===== config.mk =====
export PLATFORM = sky130hd
export DESIGN_NAME = tx_fire_sequencer
export DESIGN_NICKNAME = d
export VERILOG_FILES = /design/src/rtl/tx_fire_sequencer_pkg.sv /design/src/rtl/tx_fire_sequencer_timebase.sv /design/src/rtl/tx_fire_sequencer.sv
export SDC_FILE = /design/constraint.sdc
export NUM_CORES = 1
export LEC_CHECK = 0
export BUFFER_PORTS_ARGS = -buffer_cell sky130_fd_sc_hd__buf_2
export CORE_MARGIN = 8
export CORE_UTILIZATION = 54
export DETAILED_ROUTE_END_ITERATION = 10
export GPL_ROUTABILITY_DRIVEN = 0
export HOLD_SLACK_MARGIN = 0.03
export PLACE_DENSITY = 0.86
export SYNTH_ARGS = -nofsm -noshare
export SYNTH_HDL_FRONTEND = slang
export SYNTH_HIERARCHICAL = 1
export SYNTH_SLANG_ARGS = --single-unit

===== constraint.sdc =====
create_clock -name clk -period 3.7 [get_ports clk]
set_clock_uncertainty 0.05 [all_clocks]
set_input_delay 0.555 -clock clk [delete_from_list [all_inputs] [get_ports clk]]
set_output_delay 0.555 -clock clk [all_outputs]
set_load 0.01 [all_outputs]

===== src/rtl/tx_fire_sequencer_pkg.sv =====
// Shared definitions for the transmit fire sequencer and the per-channel output stages.
package tx_fire_sequencer_pkg;

    localparam int CNTR_W = 32;

    // Channel command encodings; the channel stage decodes the same values.
    localparam logic [1:0] CMD_WAIT  = 2'b00;
    localparam logic [1:0] CMD_FIRE  = 2'b01;
    localparam logic [1:0] CMD_RESET = 2'b10;

    typedef enum logic [2:0] {
        IDLE   = 3'd0,
        ARM    = 3'd1,
        RUN    = 3'd2,
        FINISH = 3'd3,
        CLEAR  = 3'd4,
        GAP    = 3'd5
    } state_e;

    function automatic logic [1:0] state_cmd(input state_e s);
        logic [1:0] c;
        c = CMD_WAIT;
        if (s == ARM || s == RUN) c = CMD_FIRE;
        else if (s == CLEAR)      c = CMD_RESET;
        return c;
    endfunction

endpackage


===== src/rtl/tx_fire_sequencer_timebase.sv =====
// Shared timebase: clear/enable counter that saturates at all-ones, with an equality compare.
module tx_timebase_counter
    import tx_fire_sequencer_pkg::*;
(
    input  logic              clk,
    input  logic              reset,
    input  logic              clr_i,
    input  logic              en_i,
    input  logic [CNTR_W-1:0] cmp_i,
    output logic [CNTR_W-1:0] cnt_o,
    output logic              eq_o
);

    logic [CNTR_W-1:0] cnt_q;
    logic [CNTR_W-1:0] cnt_d;

    always_comb begin
        cnt_d = cnt_q;
        if (clr_i) begin
            cnt_d = '0;
        end else if (en_i && (cnt_q != '1)) begin
            cnt_d = cnt_q + CNTR_W'(1);
        end
    end

    always_ff @(posedge clk) begin
        if (reset) begin
            cnt_q <= '0;
        end else begin
            cnt_q <= cnt_d;
        end
    end

    assign cnt_o = cnt_q;
    assign eq_o  = (cnt_q == cmp_i);

endmodule


===== src/rtl/tx_fire_sequencer.sv =====
// Fire sequencer: arms channels, runs the shared timebase until all go idle or time out.
// Optional repetition bursts are enabled with `define TX_BURST_EN.
module tx_fire_sequencer
    import tx_fire_sequencer_pkg::*;
#(
    parameter int NCH        = 8,
    parameter int ARM_CYCLES = 2
) (
    input  logic              clk,
    input  logic              reset,
    input  logic              trigger,
    input  logic              clearErr,
    input  logic [CNTR_W-1:0] timeoutCount,
    input  logic [NCH-1:0]    isActiveVec,
    input  logic [NCH-1:0]    errorFlagVec,
`ifdef TX_BURST_EN
    input  logic [7:0]        burstCount,
    input  logic [15:0]       burstGap,
    output logic [7:0]        burstIdx,
`endif
    output logic [CNTR_W-1:0] cntr,
    output logic [1:0]        cmd,
    output logic              busy,
    output logic              done,
    output logic              timeoutErr,
    output logic [NCH-1:0]    chanErr
);

    localparam int ARM_W = (ARM_CYCLES > 1) ? $clog2(ARM_CYCLES) : 1;

    state_e            state_q;
    state_e            state_d;
    logic [ARM_W-1:0]  arm_cnt_q;
    logic [ARM_W-1:0]  arm_cnt_d;
    logic              tmo_set;
    logic              tmo_hit;
    logic              cnt_eq;
    logic              fin_last;
    logic              timeout_err_q;
    logic [NCH-1:0]    chan_err_q;
    logic [CNTR_W-1:0] cnt_val;

`ifdef TX_BURST_EN
    logic [15:0]       gap_cnt_q;
    logic [15:0]       gap_cnt_d;
    logic [7:0]        burst_idx_q;
    logic              abort_q;

    // A timeout ends the whole burst, not just the current repetition.
    assign fin_last = abort_q || (burst_idx_q == burstCount);
`else
    assign fin_last = 1'b1;
`endif

    assign tmo_hit = (timeoutCount != '0) && cnt_eq;

    always_comb begin
        state_d   = state_q;
        arm_cnt_d = '0;
        tmo_set   = 1'b0;
`ifdef TX_BURST_EN
        gap_cnt_d = '0;
`endif
        case (state_q)
            IDLE: begin
                if (clearErr) begin
                    state_d = CLEAR;
                end else if (trigger) begin
                    state_d = ARM;
                end
            end
            ARM: begin
                arm_cnt_d = arm_cnt_q + ARM_W'(1);
                if (arm_cnt_q == ARM_W'(ARM_CYCLES - 1)) begin
                    state_d = RUN;
                end
            end
            RUN: begin
                if (isActiveVec == '0) begin
                    state_d = FINISH;
                end else if (tmo_hit) begin
                    tmo_set = 1'b1;
                    state_d = FINISH;
                end
            end
            FINISH: begin
`ifdef TX_BURST_EN
                if (fin_last) begin
                    state_d = IDLE;
                end else if (burstGap == 16'd0) begin
                    state_d = ARM;
                end else begin
                    state_d = GAP;
                end
`else
                state_d = IDLE;
`endif
            end
            CLEAR: begin
                state_d = IDLE;
            end
`ifdef TX_BURST_EN
            GAP: begin
                gap_cnt_d = gap_cnt_q + 16'd1;
                if (gap_cnt_q == (burstGap - 16'd1)) begin
                    state_d = ARM;
                end
            end
`endif
            default: begin
                state_d = IDLE;
            end
        endcase
    end

    always_ff @(posedge clk) begin
        if (reset) begin
            state_q   <= IDLE;
            arm_cnt_q <= '0;
        end else begin
            state_q   <= state_d;
            arm_cnt_q <= arm_cnt_d;
        end
    end

`ifdef TX_BURST_EN
    always_ff @(posedge clk) begin
        if (reset) begin
            gap_cnt_q   <= '0;
            burst_idx_q <= '0;
            abort_q     <= 1'b0;
        end else begin
            gap_cnt_q <= gap_cnt_d;
            if (state_q == IDLE) begin
                burst_idx_q <= '0;
                abort_q     <= 1'b0;
            end else begin
                if (state_q == FINISH && state_d != IDLE) begin
                    burst_idx_q <= burst_idx_q + 8'd1;
                end
                if (tmo_set) begin
                    abort_q <= 1'b1;
                end
            end
        end
    end

    assign burstIdx = burst_idx_q;
`endif

    // Counter is zero everywhere outside RUN, including the FINISH cycle.
    tx_timebase_counter u_timebase (
        .clk   (clk),
        .reset (reset),
        .clr_i (state_d != RUN),
        .en_i  (state_q == RUN),
        .cmp_i (timeoutCount),
        .cnt_o (cnt_val),
        .eq_o  (cnt_eq)
    );

    always_ff @(posedge clk) begin
        if (reset) begin
            timeout_err_q <= 1'b0;
        end else if (state_q == CLEAR) begin
            timeout_err_q <= 1'b0;
        end else if (tmo_set) begin
            timeout_err_q <= 1'b1;
        end
    end

    for (genvar gi = 0; gi < NCH; gi++) begin : g_chan_err
        always_ff @(posedge clk) begin
            if (reset) begin
                chan_err_q[gi] <= 1'b0;
            end else if (state_q == CLEAR) begin
                chan_err_q[gi] <= 1'b0;
            end else if ((state_q != IDLE) && errorFlagVec[gi]) begin
                chan_err_q[gi] <= 1'b1;
            end
        end
    end

    assign cntr       = cnt_val;
    assign cmd        = state_cmd(state_q);
    assign busy       = (state_q != IDLE);
    assign done       = (state_q == FINISH) && fin_last;
    assign timeoutErr = timeout_err_q;
    assign chanErr    = chan_err_q;

endmodule


* Yosys cells after proc, flatten, opt, wreduce, memory -nomap -nowiden
Cells that the tools add are included.
Storage, ports and cells: register bits 45, output and inout port bits 45, word-level logic and storage cells 51
Operators by class: $add $sub $neg 2, equal/unequal tests 7, bitwise operators 1, muxes and demuxes 11, reductions and logical operators 18
Operator list (count):
- $add A32 B1 Y32 const B | 1
- $eq A32 B32 Y1 | 1
- $ne A32 B32 Y1 const B | 1
- $reduce_bool A32 Y1 | 1
- $mux W3 | 5
- $logic_and A1 B1 Y1 | 10
- $pmux W3 S3 | 1
- $logic_not A8 Y1 | 1
- $eq A3 B2 Y1 const B | 2
- $reduce_or A2 Y1 | 3
- $mux W2 | 2
- $eq A3 B1 Y1 const B | 1
- $eq A3 B3 Y1 const B | 1
- $logic_not A3 Y1 | 1
- $mux W1 | 3
- $ne A3 B2 Y1 const B | 1
- $reduce_bool A3 Y1 | 1
- $add A1 B1 Y1 const B | 1
- $logic_or A1 B1 Y1 | 1
- $not A1 Y1 | 1

* Longest topological paths before layout
Gate-level depths: netlist (run 1).
depth in word-level cells 7, depth in mapped cells 12, mapped depth without buffers 10

* Cells and area by module
Netlist (run 1), hierarchy kept.
Modules (own cells, without submodules):
- tx_timebase_counter | area each 2044.5 um2, cells each 246, sequential area each 640.6 um2, instances 1
- tx_fire_sequencer | area each 676.9 um2, cells each 69, sequential area each 260.2 um2, instances 1

* Least setup slack after synthesis (run 1)
Ideal clock, no wire load.
kind input to register, start point in timeoutCount[27], end point reg u_timebase.cnt_q[0] (netlist: u_timebase/cnt_o[0]), path buffers 2, slack 1289 ps, cell stages on the path 10, arrival time 2233 ps, library setup time 128 ps, data required time 3522 ps, cell sequence xor2_1 nor4_1 nand4_1 nor2_1 o211ai_1 nand3b_1 or2_2 clkbuf_1 clkbuf_1 nor2_1
Between the ends: word-level cells in the longest chain between the ends 7
Ends and longest elaborated chain:
- from (decl) | RTL line tx_fire_sequencer.sv:13 | input logic [CNTR_W-1:0] timeoutCount,
- $eq A32 B32 Y1 | RTL line tx_fire_sequencer_timebase.sv:35 | assign eq_o = (cnt_q == cmp_i);
- named net cnt_eq | RTL line tx_fire_sequencer.sv:37 | logic cnt_eq;
- $logic_and A1 B1 Y1 | RTL line tx_fire_sequencer.sv:55 | assign tmo_hit = (timeoutCount != '0) && cnt_eq;
- $mux W3 | RTL line tx_fire_sequencer.sv:81 | end else if (tmo_hit) begin
- $mux W3 | RTL line tx_fire_sequencer.sv:79 | if (isActiveVec == '0) begin
- $pmux W3 S3 | RTL line tx_fire_sequencer.sv:64 | case (state_q)
- $ne A3 B2 Y1 | RTL line tx_fire_sequencer.sv:155 | .clr_i (state_d != RUN),
- $reduce_or A2 Y1 (no line)
- to (signal assigned) | RTL line tx_fire_sequencer_timebase.sv:30 | cnt_q <= cnt_d;
- to (decl) | RTL line tx_fire_sequencer_timebase.sv:14 | logic [CNTR_W-1:0] cnt_q;
The timed path passes the listed nets, and every way through them passes these cells. A chain may end at the register's enable or synchronous reset.

* Worst setup path after layout (run 1)
start point reg state_q[1], end point reg u_timebase.cnt_q[31] (netlist: u_timebase/cnt_o[31])
Between the ends: word-level cells in the longest chain between the ends 5
Ends and longest elaborated chain:
- from (decl) | RTL line tx_fire_sequencer.sv:31 | state_e state_q;
- from (signal assigned) | RTL line tx_fire_sequencer.sv:121 | state_q <= state_d;
- $mux W3, on equally long branches | RTL line tx_fire_sequencer.sv:81, tx_fire_sequencer.sv:68
- $mux W3, on equally long branches | RTL line tx_fire_sequencer.sv:79, tx_fire_sequencer.sv:66
- $pmux W3 S3 | RTL line tx_fire_sequencer.sv:64
- $ne A3 B2 Y1 | RTL line tx_fire_sequencer.sv:155
- $reduce_or A2 Y1 (no line)
Several ways; a longest one is shown, not always the timed one.

==> qor.txt, run 1 <==
status: complete, no violations
area share of the largest cell type after synthesis: 0.331
Worst slew margin: 0.382
Site Rows: 26
most frequent cells in the layout: buf_2, dfxtp_1, xor2_1, nor2_1
initial antenna violation count: 0
final hold vios: 0
Routed WL: 8.90 mm
full die area: 7570 um2
top cell type by total area after synthesis: dfxtp_1
DR iter-0 viols: 382
Core ar.: 4980 um2
final total power: 921 uW
critical path cell sequence: nor3b_2 -> and3_1 -> and3_2 -> o311ai_4 -> or4_1 -> a21oi_1
drt wl/cell: 18.6 um
Pleak: 1.37 nW
PortBufs: 96
critical path fanouts, max: 15
EDFF count, synth: 0
CP Buf/Inv Count: 0
worst vdd ir: 0.237 mV
element type at the critical path end: flip-flop
startpoint type of the worst setup path: flip-flop
Final Max Tran Viols: 0
Synth Instances: 315
async set-reset flop share out of synthesis: 0
router iterations before antenna repair: 5
Worst Path Required: 3.88 ns
routed via count: 3021
P per Cell Area: 279 nW/um2
Post-Route Setup TNS: 0 ns
CTS root buf: clkbuf_8
mean number of vias per cell: 6.32
Max Clk Rate: 373 MHz
Mapped Nets: 368
Post-Syn Area: 2720 um2
GRT overflow: 0
Slowest-stage cell, CP: nor3b_2
largest delay contributor family on the critical path: simple AND/OR/NAND/NOR gates
# IOs: 97
min Tclk post-route: 2.68 ns
Die Height: 87.0 um
CP max stage delay: 0.62 ns
post-CTS setup buffer count: 0
WS Path Type: flip-flop to flip-flop
Clock Latency Late Sink: 0.30 ns
final setup vio count: 0
Tightest Pin Transition: 0.922 ns
Distinct cells, synth: 54
HP Class: input pin to flip-flop
Area growth, synth to finish: 21.2%
Final HPWL DP: 6.79 mm
clock tree sinks: 45
Ys Warns: 6
Yosys reg bits: 45
most common cell after layout, fill and taps aside: buf_2
GRT Total Usage: 0.231
Num CTS Buffers: 5
final period utilization: 0.725
Synth area leaders: dfxtp_1, xor2_1, nor4_1
fin area: 3300 um2
TritonCTS clock tree: yes
nets: 460
Post-Syn Area per Cell: 8.64 um2
global-route wire length before repair: 14.1 mm
Arr. time, crit path: 2.86 ns
Resized cells post-CTS: 0
share of cells above drive strength 1: 0.326
Top FF cell, synth: dfxtp_1
Placement Cell Area: 3210 um2
sequential area share after synthesis: 0.331
max_cap viols: 0
clock buffer depth: 2
Worst-path clk slew: 0.09 ns
# hold bufs at CTS: 0
vias in the first global route: 2913
post-route antenna net violation count: 0
drt drc: 0
H-tree Lvls: 2
Filler cells: 429
largest net degree at the start of global routing: 18
initial core utilization: 0.547
die extent in x: 87.0 um
diode count: 0
RSZ-0062 raised after global routing: false
==> final timing paths <==
kind	from	end	slack, ns	depth (start not counted)
hold / removal	errorFlagVec[0]	chanErr[0]$_SDFFE_PP0P_	0.43	3
hold reg to reg	chanErr[4]$_SDFFE_PP0P_	chanErr[4]$_SDFFE_PP0P_	0.43	2
setup reg to reg	state_q[1]$_SDFF_PP0_	u_timebase/cnt_o[31]$_SDFFE_PP0P_	1.02	6
setup / recovery	state_q[1]$_SDFF_PP0_	u_timebase/cnt_o[31]$_SDFFE_PP0P_	1.02	6
==> power by group <==
part           internal, mW  switching (mW)  total [mW]
Sequential            0.492         0.00742       0.500
Combinational        0.0483          0.0558       0.104
Clock                 0.134           0.183       0.317
==> cell usage after synthesis (2+ instances only) <==
cell      number
a21oi_1       21
a21oi_2        8
a31oi_1        5
and2_1         2
and3_1         5
and4_1         7
buf_2          2
buf_6          5
clkbuf_1       4
dfxtp_1       45
inv_1          4
mux2i_1        3
nand2_1       21
nand3_1       14
nand4_1       12
nor2_1        24
nor3_1         4
nor3b_2        2
nor4_1        18
nor4_2         2
o21ai_0       11
o31ai_1       10
or3_1         11
or4_1         10
xnor2_1        4
xor2_1        33
==> routing by layer <==
layer	vias to the layer above	share of wire	track usage
met3	46	0.10	0.0613
met1	1405	0.39	0.268
li1	1377	-	-
met2	193	0.47	0.385
met5	-	0	0
met4	0	0.039	0.110
==> logic make-up (layout without fill, tap and decap cells) <==
group                      after synthesis  in the layout  share of synthesized area
AOI/OAI and AO/OA                       67             67                      0.171
xor gates and xnor gates                37             37                      0.119
adders and majority gates                1              1                    0.00460
buffers and inverters                   16            109                     0.0382
DFF                                     45             45                      0.331
muxes                                    3              3                     0.0110
and+or+nand+nor                        146            146                      0.325
==> state kept, by name, indices dropped and copies added (netlist names) <==
signal	flops
chanErr	8
timeoutErr	1
u_timebase/cnt_o	32
state_q	3
arm_cnt_q	1
==> final cells by class <==
type	instances	area [um2]	share of cell area
multi-input combinational	254	1720	0.520
sequential	45	901	0.273
timing repair buffer	97	488	0.148
tap	70	87.6	0.0266
clock buffer	5	68.8	0.0209
clock inverter	3	21.3	0.00645
inverter	4	15.0	0.00455
==> through the flow <==
step / cells / setup WS [ns] / util / hold WS, ns
global route: 478 / 0.864 / 0.663 / 0.426
finish: 478 / 1.02 / 0.663 / 0.427
CTS: 478 / 1.07 / 0.663 / 0.423
global placement: 470 / 1.10 / 0.645 / 0.398
detailed placement: 470 / 1.00 / 0.645 / 0.413
floorplan: 315 / 1.29 / - / 0.448
==> tightest hold or removal path: stages <==
cell     delay [ns]
buf_2          0.08
a21oi_2        0.04
nor2_1         0.07
No activity file was read; power rests on OpenSTA's default activity.
==> run 2, diff against run 1 <==
--- a/config.mk
+++ b/config.mk
@@ -7,11 +7,11 @@
 export LEC_CHECK = 0
 export BUFFER_PORTS_ARGS = -buffer_cell sky130_fd_sc_hd__buf_2
 export CORE_MARGIN = 8
-export CORE_UTILIZATION = 54
+export CORE_UTILIZATION = 50
 export DETAILED_ROUTE_END_ITERATION = 10
 export GPL_ROUTABILITY_DRIVEN = 0
 export HOLD_SLACK_MARGIN = 0.03
-export PLACE_DENSITY = 0.86
+export PLACE_DENSITY = 0.8
 export SYNTH_ARGS = -nofsm -noshare
 export SYNTH_HDL_FRONTEND = slang
 export SYNTH_HIERARCHICAL = 1
==> constraint.sdc (replaced) <==
create_clock -name clk -period 2.7 [get_ports clk]
set_clock_uncertainty 0.05 [all_clocks]
set_input_delay 0.405 -clock clk [delete_from_list [all_inputs] [get_ports clk]]
set_output_delay 0.405 -clock clk [all_outputs]
set_load 0.01 [all_outputs]
==> run 2 against run 1 <==
First-iteration DRC count shrank 14%. Via count grew 0.40%. Power grew 37%. Cell area grew 3.7%. Sequential share of layout area shrank 0.98 points.
==> qor.txt, run 2 (synthesized netlist as in run 1, its figures left out) <==
status: complete, no violations (unchanged)
Filler cells: 469 (was 429)
# IOs: 97 (unchanged)
H-tree Lvls: 2 (unchanged)
min Tclk post-route: 2.46 ns (was 2.68 ns)
Post-Route Setup TNS: 0 ns (unchanged)
share of cells above drive strength 1: 0.351 (was 0.326)
Tightest Pin Transition: 0.623 ns (was 0.922 ns)
Seq pwr share: 0.545 (was 0.543)
Die Height: 89.8 um (was 87.0 um)
Int Pwr: 925 uW (was 675 uW)
PortBufs: 96 (unchanged)
TritonCTS clock tree: yes (unchanged)
HP Class: input pin to flip-flop (unchanged)
post-route antenna net violation count: 0 (unchanged)
multi-input logic area: 1720 um2 (unchanged)
GRT overflow: 0 (unchanged)
Max Clk Rate: 407 MHz (was 373 MHz)
max reg flops: 32 (unchanged)
mean number of vias per cell: 6.11 (was 6.32)
Area growth, synth to finish: 25.7% (was 21.2%)
DR iter-0 viols: 330 (was 382)
# hold bufs at CTS: 0 (unchanged)
most frequent cells in the layout: buf_2, dfxtp_1, xor2_1, nor2_1 (unchanged)
Clock Latency Late Sink: 0.31 ns (was 0.30 ns)
P per Cell Area: 368 nW/um2 (was 279 nW/um2)
Logic pwr share: 0.113 (about the same)
GRT Total Usage: 0.212 (was 0.231)
Routed WL: 8.95 mm (was 8.90 mm)
Pleak: 1.46 nW (was 1.37 nW)
initial antenna violation count: 0 (unchanged)
Num CTS Buffers: 5 (unchanged)
max_cap viols: 0 (unchanged)
vias in the first global route: 2912 (was 2913)
initial core utilization: 0.507 (was 0.547)
drt wl/cell: 18.0 um (was 18.6 um)
Resized cells post-CTS: 0 (unchanged)
final period utilization: 0.909 (was 0.725)
Final HPWL DP: 6.99 mm (was 6.79 mm)
Worst Path Required: 2.84 ns (was 3.88 ns)
clock buffer depth: 2 (unchanged)
Site Rows: 27 (was 26)
router iterations before antenna repair: 6 (was 5)
full die area: 8060 um2 (was 7570 um2)
Worst-path clk slew: 0.09 ns (about the same)
final setup vio count: 0 (unchanged)
nets: 476 (was 460)
register area: 901 um2 (unchanged)
die extent in x: 89.8 um (was 87.0 um)
final total power: 1.26 mW (was 921 uW)
RSZ-0062 raised after global routing: false (unchanged)
startpoint type of the worst setup path: flip-flop (unchanged)
clock share of power: 0.343 (was 0.344)
final hold vios: 0 (unchanged)
critical path fanouts, max: 14 (was 15)
Psw: 332 uW (was 246 uW)
Core ar.: 5370 um2 (was 4980 um2)
Final Max Tran Viols: 0 (unchanged)
drt drc: 0 (unchanged)
clock tree sinks: 45 (unchanged)
most common cell after layout, fill and taps aside: buf_2 (unchanged)
diode count: 0 (unchanged)
element type at the critical path end: flip-flop (unchanged)
largest net degree at the start of global routing: 16 (was 18)
Arr. time, crit path: 2.60 ns (was 2.86 ns)
worst vdd ir: 0.341 mV (was 0.237 mV)
fin util: 0.637 (was 0.663)
global-route wire length before repair: 14.4 mm (was 14.1 mm)
Worst slew margin: 0.584 (was 0.382)
switch share: 0.264 (was 0.267)
routed via count: 3033 (was 3021)
post-CTS setup buffer count: 0 (unchanged)
CTS root buf: clkbuf_8 (unchanged)
WS Path Type: flip-flop to flip-flop (unchanged)
==> run 2: cell types whose count changed in the layout (fill, tap and decap cells not counted) <==
cell | previous run | this run
buf_4 | 1 | 17
==> run 2: critical path, stage by stage (launching register included) <==
cell and delay, ns:
dfxtp_1 0.47, xor2_1 0.10, nor4_1 0.45, nand4_1 0.13, nor2_1 0.15, o211ai_1 0.16
nand3b_1 0.16, or2_2 0.32, buf_4 0.27, nor2_1 0.07
==> run 2: path summary, 6_finish.rpt <==
path / from / endpoint / slack, ns / cells past startpoint
max: u_timebase/cnt_o[18]$_SDFFE_PP0P_ / u_timebase/cnt_o[30]$_SDFFE_PP0P_ / 0.24 / 9
min: errorFlagVec[2] / chanErr[2]$_SDFFE_PP0P_ / 0.27 / 3
max reg2reg: u_timebase/cnt_o[18]$_SDFFE_PP0P_ / u_timebase/cnt_o[30]$_SDFFE_PP0P_ / 0.24 / 9
min reg2reg: chanErr[1]$_SDFFE_PP0P_ / chanErr[1]$_SDFFE_PP0P_ / 0.42 / 2
==> run 2: power groups by stage <==
stage	Sequential (mW)	Combinational, mW	Clock, mW
floorplan	0.702	0.0686	0
global placement	0.700	0.138	0
detailed placement	0.700	0.142	0
CTS	0.685	0.142	0.432
global route	0.687	0.155	0.466
finish	0.685	0.142	0.431
==> run 2: metrics by stage <==
step,hold slack [ns],worst slack [ns],cell area (um2),cells
floorplan,0.425,0.357,2720,315
finish,0.271,0.245,3420,496
global placement,0.398,0.216,3330,488
detailed placement,0.408,0.142,3330,488
global route,0.290,0.0329,3420,496
CTS,0.274,0.270,3420,496
==> run 2: area by class of cell <==
class / instances / area share
timing repair buffer: 113 / 0.178
clock inverter: 3 / 0.00622
multi-input combinational: 254 / 0.502
tap: 72 / 0.0263
clock buffer: 5 / 0.0201
inverter: 4 / 0.00439
sequential: 45 / 0.263
==> run 2: metal layers <==
layer | share of wire | global-route usage | vias to the layer above
li1 | - | - | 1411
met1 | 0.37 | 0.243 | 1385
met2 | 0.48 | 0.356 | 202
met3 | 0.11 | 0.0607 | 35
met4 | 0.042 | 0.0945 | 0
met5 | 0 | 0 | -
